$ cat config.mk
export PLATFORM = sky130hd
export DESIGN_NAME = sdram_arbiter
export DESIGN_NICKNAME = d
export VERILOG_FILES = /design/src/rtl/sdram_arbiter.sv
export SDC_FILE = /design/constraint.sdc
export NUM_CORES = 1
export LEC_CHECK = 0
export CAP_MARGIN = 0
export CORE_UTILIZATION = 35
export CTS_CLUSTER_SIZE = 20
export DETAILED_ROUTE_END_ITERATION = 8
export PLACE_DENSITY = 0.91
export RECOVER_POWER = 100
export SYNTH_ARGS = -nofsm -noshare
export SYNTH_HDL_FRONTEND = slang
export SYNTH_SLANG_ARGS = --single-unit
$ cat constraint.sdc
create_clock -name clk -period 8.27 [get_ports clk]
set_clock_uncertainty 0.2 [all_clocks]
set_input_delay 1.654 -clock clk [delete_from_list [all_inputs] [get_ports clk]]
set_output_delay 1.654 -clock clk [all_outputs]
set_load 0.02 [all_outputs]
$ cat src/rtl/sdram_arbiter.sv
// sdram_arbiter: shares one Avalon-MM SDRAM port between two masters.
// Round-robin grant with bounded hold; tag FIFO routes in-order read data.
module sdram_arbiter #(
    parameter int ADDR_W   = 22,
    parameter int DATA_W   = 16,
    parameter int MAX_PEND = 4,
    parameter int HOLD_MAX = 8
) (
    input  logic                  clk,
    input  logic                  rst_n,
    input  logic [ADDR_W-1:0]     m0_address,
    input  logic                  m0_read,
    input  logic                  m0_write,
    input  logic [DATA_W-1:0]     m0_writedata,
    input  logic [DATA_W/8-1:0]   m0_byteenable,
    output logic                  m0_waitrequest,
    output logic [DATA_W-1:0]     m0_readdata,
    output logic                  m0_readdatavalid,
    input  logic [ADDR_W-1:0]     m1_address,
    input  logic                  m1_read,
    input  logic                  m1_write,
    input  logic [DATA_W-1:0]     m1_writedata,
    input  logic [DATA_W/8-1:0]   m1_byteenable,
    output logic                  m1_waitrequest,
    output logic [DATA_W-1:0]     m1_readdata,
    output logic                  m1_readdatavalid,
    output logic [ADDR_W-1:0]     s_address,
    output logic                  s_read,
    output logic                  s_write,
    output logic [DATA_W-1:0]     s_writedata,
    output logic [DATA_W/8-1:0]   s_byteenable,
    input  logic                  s_waitrequest,
    input  logic [DATA_W-1:0]     s_readdata,
    input  logic                  s_readdatavalid
);

    localparam int PW = $clog2(MAX_PEND + 1);
    localparam int AW = $clog2(MAX_PEND);
    localparam int HW = $clog2(HOLD_MAX + 1);
    localparam logic [PW-1:0] PEND_FULL = PW'(MAX_PEND);
    localparam logic [HW-1:0] HOLD_TOP  = HW'(HOLD_MAX);
    localparam logic [HW-1:0] HOLD_LAST = HW'(HOLD_MAX - 1);

    typedef enum logic [1:0] {
        S_IDLE   = 2'd0,
        S_GRANT0 = 2'd1,
        S_GRANT1 = 2'd2
    } state_t;

    state_t                r_state;
    state_t                w_next;
    logic                  r_last;
    logic [HW-1:0]         r_hcnt;
    logic [PW-1:0]         r_pcnt;
    logic [AW-1:0]         r_wptr;
    logic [AW-1:0]         r_rptr;
    logic [MAX_PEND-1:0]   r_tag;

    logic w_req0;
    logic w_req1;
    logic w_full;
    logic w_accept;
    logic w_push;
    logic w_pop;
    logic w_head;
    logic w_free;
    logic w_hold_hit;

    assign w_req0     = m0_read | m0_write;
    assign w_req1     = m1_read | m1_write;
    assign w_full     = (r_pcnt == PEND_FULL);
    assign w_accept   = (s_read | s_write) & ~s_waitrequest;
    assign w_push     = s_read & ~s_waitrequest;
    assign w_pop      = s_readdatavalid & (r_pcnt != '0);
    assign w_head     = r_tag[r_rptr];
    // A held command must stay stable, so ownership may only move when
    // nothing is presented or the presented command is taken this cycle.
    assign w_free     = ~(s_read | s_write) | w_accept;
    assign w_hold_hit = (r_hcnt >= HOLD_LAST);

    assign m0_readdata      = s_readdata;
    assign m1_readdata      = s_readdata;
    assign m0_readdatavalid = w_pop & ~w_head;
    assign m1_readdatavalid = w_pop & w_head;

    // Command mux: forward the owner's command, stall everyone else.
    always_comb begin
        s_address      = '0;
        s_writedata    = '0;
        s_byteenable   = '0;
        s_read         = 1'b0;
        s_write        = 1'b0;
        m0_waitrequest = 1'b1;
        m1_waitrequest = 1'b1;
        unique case (r_state)
            S_GRANT0: begin
                s_address      = m0_address;
                s_writedata    = m0_writedata;
                s_byteenable   = m0_byteenable;
                s_write        = m0_write;
                s_read         = m0_read & ~w_full;
                m0_waitrequest = s_waitrequest | (m0_read & w_full);
            end
            S_GRANT1: begin
                s_address      = m1_address;
                s_writedata    = m1_writedata;
                s_byteenable   = m1_byteenable;
                s_write        = m1_write;
                s_read         = m1_read & ~w_full;
                m1_waitrequest = s_waitrequest | (m1_read & w_full);
            end
            default: begin
            end
        endcase
    end

    // Next-state: round-robin from idle, bounded hold while granted.
    always_comb begin
        w_next = r_state;
        unique case (r_state)
            S_IDLE: begin
                if (w_req0 && w_req1) begin
                    w_next = r_last ? S_GRANT0 : S_GRANT1;
                end else if (w_req0) begin
                    w_next = S_GRANT0;
                end else if (w_req1) begin
                    w_next = S_GRANT1;
                end
            end
            S_GRANT0: begin
                if (w_free) begin
                    if (w_req1 && (!w_req0 || (w_accept && w_hold_hit))) begin
                        w_next = S_GRANT1;
                    end else if (!w_req0 && !w_req1) begin
                        w_next = S_IDLE;
                    end
                end
            end
            S_GRANT1: begin
                if (w_free) begin
                    if (w_req0 && (!w_req1 || (w_accept && w_hold_hit))) begin
                        w_next = S_GRANT0;
                    end else if (!w_req0 && !w_req1) begin
                        w_next = S_IDLE;
                    end
                end
            end
            default: w_next = S_IDLE;
        endcase
    end

    // Grant state, last owner and per-grant accept counter.
    always_ff @(posedge clk or negedge rst_n) begin
        if (!rst_n) begin
            r_state <= S_IDLE;
            r_last  <= 1'b1;
            r_hcnt  <= '0;
        end else begin
            r_state <= w_next;
            if (r_state == S_GRANT0 && w_next != S_GRANT0) begin
                r_last <= 1'b0;
            end else if (r_state == S_GRANT1 && w_next != S_GRANT1) begin
                r_last <= 1'b1;
            end
            if (w_next != r_state) begin
                r_hcnt <= '0;
            end else if (w_accept && r_hcnt != HOLD_TOP) begin
                r_hcnt <= r_hcnt + HW'(1);
            end
        end
    end

    // Tag FIFO: one entry per accepted read, popped by returning data.
    always_ff @(posedge clk or negedge rst_n) begin
        if (!rst_n) begin
            r_tag  <= '0;
            r_wptr <= '0;
            r_rptr <= '0;
            r_pcnt <= '0;
        end else begin
            if (w_push) begin
                r_tag[r_wptr] <= (r_state == S_GRANT1);
                r_wptr        <= r_wptr + AW'(1);
            end
            if (w_pop) begin
                r_rptr <= r_rptr + AW'(1);
            end
            unique case ({w_push, w_pop})
                2'b10:   r_pcnt <= r_pcnt + PW'(1);
                2'b01:   r_pcnt <= r_pcnt - PW'(1);
                default: r_pcnt <= r_pcnt;
            endcase
        end
    end

endmodule

==> metrics.txt <==
# TYPE chip_impl_metric gauge
chip_impl_metric{name="worst_hold_path.num_cells",unit=""} 1
chip_impl_metric{name="grt_usage",unit=""} 0.199
chip_impl_metric{name="cellLeakagePower",unit="nW"} 1.36
chip_impl_info{name="worst_hold_path.endpoint",value="r_rptr[1]"} 1
chip_impl_metric{name="placement_rows",unit=""} 29
chip_impl_info{name="worstHoldPathType",value="reg2reg"} 1
chip_impl_metric{name="cts_max_path_buffers",unit=""} 2
chip_impl_info{name="worst_r2r_startpoint",value="r_state[0]"} 1
chip_impl_metric{name="area.growth.synth_to_final",unit="%"} 49.6
chip_impl_metric{name="cts_resized",unit=""} 0
chip_impl_metric{name="rr_worst_depth",unit=""} 11
chip_impl_info{name="violations",value="capacitance limit, slew limit"} 1
chip_impl_metric{name="holdBufCountCts",unit=""} 0
chip_impl_metric{name="antenna_violating_nets_post_route",unit=""} 0
chip_impl_metric{name="cell_area_after_synthesis",unit="um^2"} 2290
chip_impl_metric{name="placedCellCount",unit=""} 437
chip_impl_metric{name="placed_area",unit="um^2"} 3410
chip_impl_metric{name="width_of_the_die",unit="um"} 82.9
chip_impl_metric{name="period_needed",unit="ns"} 5.74
chip_impl_metric{name="postSynth.asyncResetShare",unit=""} 1.00
chip_impl_info{name="outcome",value="finished with violations"} 1
chip_impl_metric{name="finalHoldViolations",unit=""} 0
chip_impl_metric{name="cts_buffers",unit=""} 3
chip_impl_info{name="hold_start",value="r_rptr[1]"} 1
chip_impl_metric{name="routabilityCongestion",unit=""} 0.858
chip_impl_metric{name="synth.yosys.warnings",unit=""} 0
chip_impl_info{name="cts_root_buffer",value="sky130_fd_sc_hd__clkbuf_8"} 1
chip_impl_metric{name="total_power_per_unit_cell_area",unit="nW/um^2"} 303
chip_impl_metric{name="post-route-cell-area",unit="um^2"} 3430
chip_impl_metric{name="cap_viol_max_count",unit=""} 1
chip_impl_metric{name="final-max-slew-violation-count",unit=""} 56
chip_impl_metric{name="avgSynthCellArea",unit="um^2"} 8.31
chip_impl_metric{name="worst_ir_drop_vdd",unit="uV"} 212
chip_impl_metric{name="grt_first_pass_wirelength",unit="mm"} 11.3
chip_impl_metric{name="antenna_cells_inserted",unit=""} 0
chip_impl_info{name="timing.setup.critical_path_class",value="reg2out"} 1
chip_impl_info{name="path_cells",value="inv_1 -> ha_1 -> mux2i_1 -> nor3b_1 -> dlygate4sd3_1"} 1
chip_impl_metric{name="grt_antenna_before_repair",unit=""} 0
chip_impl_metric{name="final_layout_size_suffix_gt1_frac",unit=""} 0.0577
chip_impl_metric{name="via_count",unit=""} 2337
chip_impl_info{name="slowest_stage",value="sky130_fd_sc_hd__ha_1"} 1
chip_impl_metric{name="detailedPlace.worstSlack",unit="ns"} 3.15
chip_impl_metric{name="ys_seq_area_frac",unit=""} 0.197
chip_impl_metric{name="n_fill_cell",unit=""} 585
chip_impl_metric{name="route.final.wire_length",unit="mm"} 7.08
chip_impl_metric{name="critPathArrivalTime",unit="ns"} 3.89
chip_impl_metric{name="drc",unit=""} 0
chip_impl_metric{name="cpPeakStageDelay",unit="ns"} 1.46
chip_impl_metric{name="via_count_normalized_by_instance_count",unit=""} 5.30
chip_impl_metric{name="ys_types",unit=""} 58
chip_impl_metric{name="drt-wirelength-per-cell",unit="um"} 16.0
chip_impl_metric{name="top_level_ports",unit=""} 182
chip_impl_metric{name="clock-sinks",unit=""} 18
chip_impl_metric{name="grt_max_degree",unit=""} 56
chip_impl_metric{name="placeableCoreArea",unit="um^2"} 6350
chip_impl_info{name="grt_setup_unrepaired",value="no"} 1
chip_impl_metric{name="place.port_buffers",unit=""} 133
chip_impl_metric{name="critical_path_required_time",unit="ns"} 6.42
chip_impl_metric{name="report.final.setup_viol",unit=""} 0
chip_impl_info{name="synthFlopType",value="sky130_fd_sc_hd__dfrtp_1"} 1
chip_impl_metric{name="chipHeight",unit="um"} 82.9
chip_impl_metric{name="nNetsFinal",unit=""} 481
chip_impl_metric{name="grt_remaining_overflow",unit=""} 0
chip_impl_metric{name="worst-slew-pin-transition",unit="ns"} 1.89
chip_impl_info{name="end_kind",value="output pin"} 1
chip_impl_metric{name="die_area",unit="um^2"} 6880
chip_impl_metric{name="peak_freq",unit="GHz"} 0.174
chip_impl_metric{name="syn_inst_count",unit=""} 276
chip_impl_metric{name="maximum_net_fanout_on_the_critical_path",unit=""} 55
chip_impl_metric{name="postLayoutSetupSlackWorst",unit="ns"} 2.53
chip_impl_metric{name="synth_nets",unit=""} 392
chip_impl_metric{name="hpwlAfterDp",unit="mm"} 5.54
chip_impl_info{name="cts_tree",value="built"} 1
chip_impl_metric{name="setup_tns",unit="ns"} 0
chip_impl_metric{name="detailedRoute.firstIterationViolations",unit=""} 130
chip_impl_metric{name="r2r_slack",unit="ns"} 3.48
chip_impl_metric{name="start_util",unit=""} 0.361
chip_impl_metric{name="fin_worst_hold_slack",unit="ns"} 0.285
chip_impl_metric{name="post_cts_buffers",unit=""} 0
chip_impl_metric{name="slew-limit-headroom",unit=""} -0.262
chip_impl_metric{name="clock_latency",unit="ns"} 0.25
chip_impl_info{name="critPathLaunchType",value="flip-flop"} 1
chip_impl_metric{name="synth_edf_count",unit=""} 0
chip_impl_metric{name="dr.pass1.iters",unit=""} 4
chip_impl_metric{name="cts_htree_levels",unit=""} 1
chip_impl_metric{name="ys_ff_latch",unit=""} 18
chip_impl_metric{name="via_count_of_the_first_global_routing_pass",unit=""} 2268
chip_impl_info{name="reg2reg_to",value="r_pcnt[2]"} 1
chip_impl_metric{name="clock_pin_slew_worst_setup_and_hold_paths",unit="ns"} 0.06
chip_impl_metric{name="final_min_period_over_clock_period",unit=""} 0.694
chip_impl_metric{name="finish.cell_count_without_fillers",unit=""} 441
==> state kept, by name, indices dropped and copies added, names as in the netlist <==
name / flops
r_hcnt: 4
r_tag: 4
r_rptr: 2
r_pcnt: 3
r_last: 1
r_wptr: 2
r_state: 2
==> kinds of logic after synthesis <==
logic type               Yosys count  synth area share
flip-flops                        18             0.197
buffers and inverters             63             0.161
AND/OR/NAND/NOR                   87             0.222
multiplexers                       7            0.0437
AO/OA/AOI/OAI                     80             0.273
adder cells (fa/ha/maj)           12            0.0688
XOR/XNOR                           9            0.0344
==> how the worst max path moves through the flow <==
stage	startpoint	endpoint	slack (ns)	cells after the start
floorplan	m1_read	s_read	4.15	2
global placement	m0_read	s_read	3.17	4
detailed placement	m1_read	s_read	3.15	4
CTS	m1_read	s_read	3.15	4
global route	r_state[0]	s_read	2.15	5
finish	r_state[0]	s_read	2.53	5
==> report_power, final <==
group	switching, mW	internal, mW	total [mW]
Combinational	0.437	0.365	0.802
Sequential	0.0398	0.125	0.165
Clock	0.0287	0.0423	0.0710
Total	0.505	0.533	1.04
==> cell type report <==
class / count / area (um^2) / area share
repair buffers: 134 / 1340 / 0.390
clock buffers: 4 / 55.1 / 0.0161
inverters: 13 / 48.8 / 0.0142
flip-flops and latches: 18 / 452 / 0.132
well taps: 77 / 96.3 / 0.0281
multi-input cells: 195 / 1440 / 0.420
==> critical path: cells and delay by family, from the launching register on <==
family | cells | cell delay, ns
fa+ha+maj | 1 | 1.46
simple gates | 1 | 0.28
flops | 1 | 0.48
mux | 1 | 0.52
buf+inv | 2 | 0.88
==> per-layer routing <==
layer	global-route usage	up-vias	wire length [um]
met4	0.0705	0	165
met5	0	-	0
met3	0.0358	14	503
li1	-	1127	-
met2	0.335	117	3410
met1	0.255	1079	3000
==> metrics by stage <==
| stage | total power, mW | util |
|---|---|---|
| global placement | 0.985 | 0.537 |
| global route | 1.12 | 0.540 |
| floorplan | 0.741 | - |
| finish | 1.04 | 0.540 |
| CTS | 1.09 | 0.546 |
| detailed placement | 1.01 | 0.537 |
==> layout by cell type (no fill, tap or decap), types with 2 or more instances in the layout <==
master	count
sky130_fd_sc_hd__clkdlybuf4s50_1	86
sky130_fd_sc_hd__dlygate4sd3_1	47
sky130_fd_sc_hd__a22oi_1	42
sky130_fd_sc_hd__nor2b_1	41
sky130_fd_sc_hd__dfrtp_1	17
sky130_fd_sc_hd__nor2_1	15
sky130_fd_sc_hd__inv_1	13
sky130_fd_sc_hd__nand2_1	13
sky130_fd_sc_hd__ha_1	11
sky130_fd_sc_hd__o21ai_0	6
sky130_fd_sc_hd__xnor2_1	6
sky130_fd_sc_hd__o211ai_1	5
sky130_fd_sc_hd__mux2_2	4
sky130_fd_sc_hd__clkbuf_8	4
sky130_fd_sc_hd__nor3_1	3
sky130_fd_sc_hd__a21oi_1	3
sky130_fd_sc_hd__o21a_1	3
sky130_fd_sc_hd__xor2_1	3
sky130_fd_sc_hd__mux2i_1	2
sky130_fd_sc_hd__o31ai_1	2
sky130_fd_sc_hd__a211oi_2	2
sky130_fd_sc_hd__o32ai_1	2
sky130_fd_sc_hd__a21boi_0	2
sky130_fd_sc_hd__nand3b_1	2
sky130_fd_sc_hd__nand4_1	2
==> synth_stat cells (all sizes together), types with 2 or more instances <==
| cell | count | area (um^2) |
|---|---|---|
| a211oi | 3 | 32.5 |
| a21boi | 2 | 15.0 |
| a21oi | 3 | 15.0 |
| a22oi | 42 | 320 |
| buf | 39 | 279 |
| clkbuf | 11 | 41.3 |
| dfrtp | 17 | 425 |
| ha | 11 | 138 |
| inv | 13 | 48.8 |
| mux2 | 4 | 45.0 |
| mux2i | 2 | 32.5 |
| nand2 | 13 | 48.8 |
| nand2b | 2 | 20.0 |
| nand3b | 2 | 15.0 |
| nand4 | 2 | 12.5 |
| nor2 | 16 | 65.1 |
| nor2b | 41 | 257 |
| nor3 | 3 | 20.0 |
| nor3b | 2 | 26.3 |
| o211ai | 5 | 37.5 |
| o21a | 3 | 23.8 |
| o21ai | 7 | 38.8 |
| o31ai | 2 | 15.0 |
| o32ai | 2 | 17.5 |
| xnor2 | 6 | 52.6 |
| xor2 | 3 | 26.3 |
(Power assumes the default switching activity.)
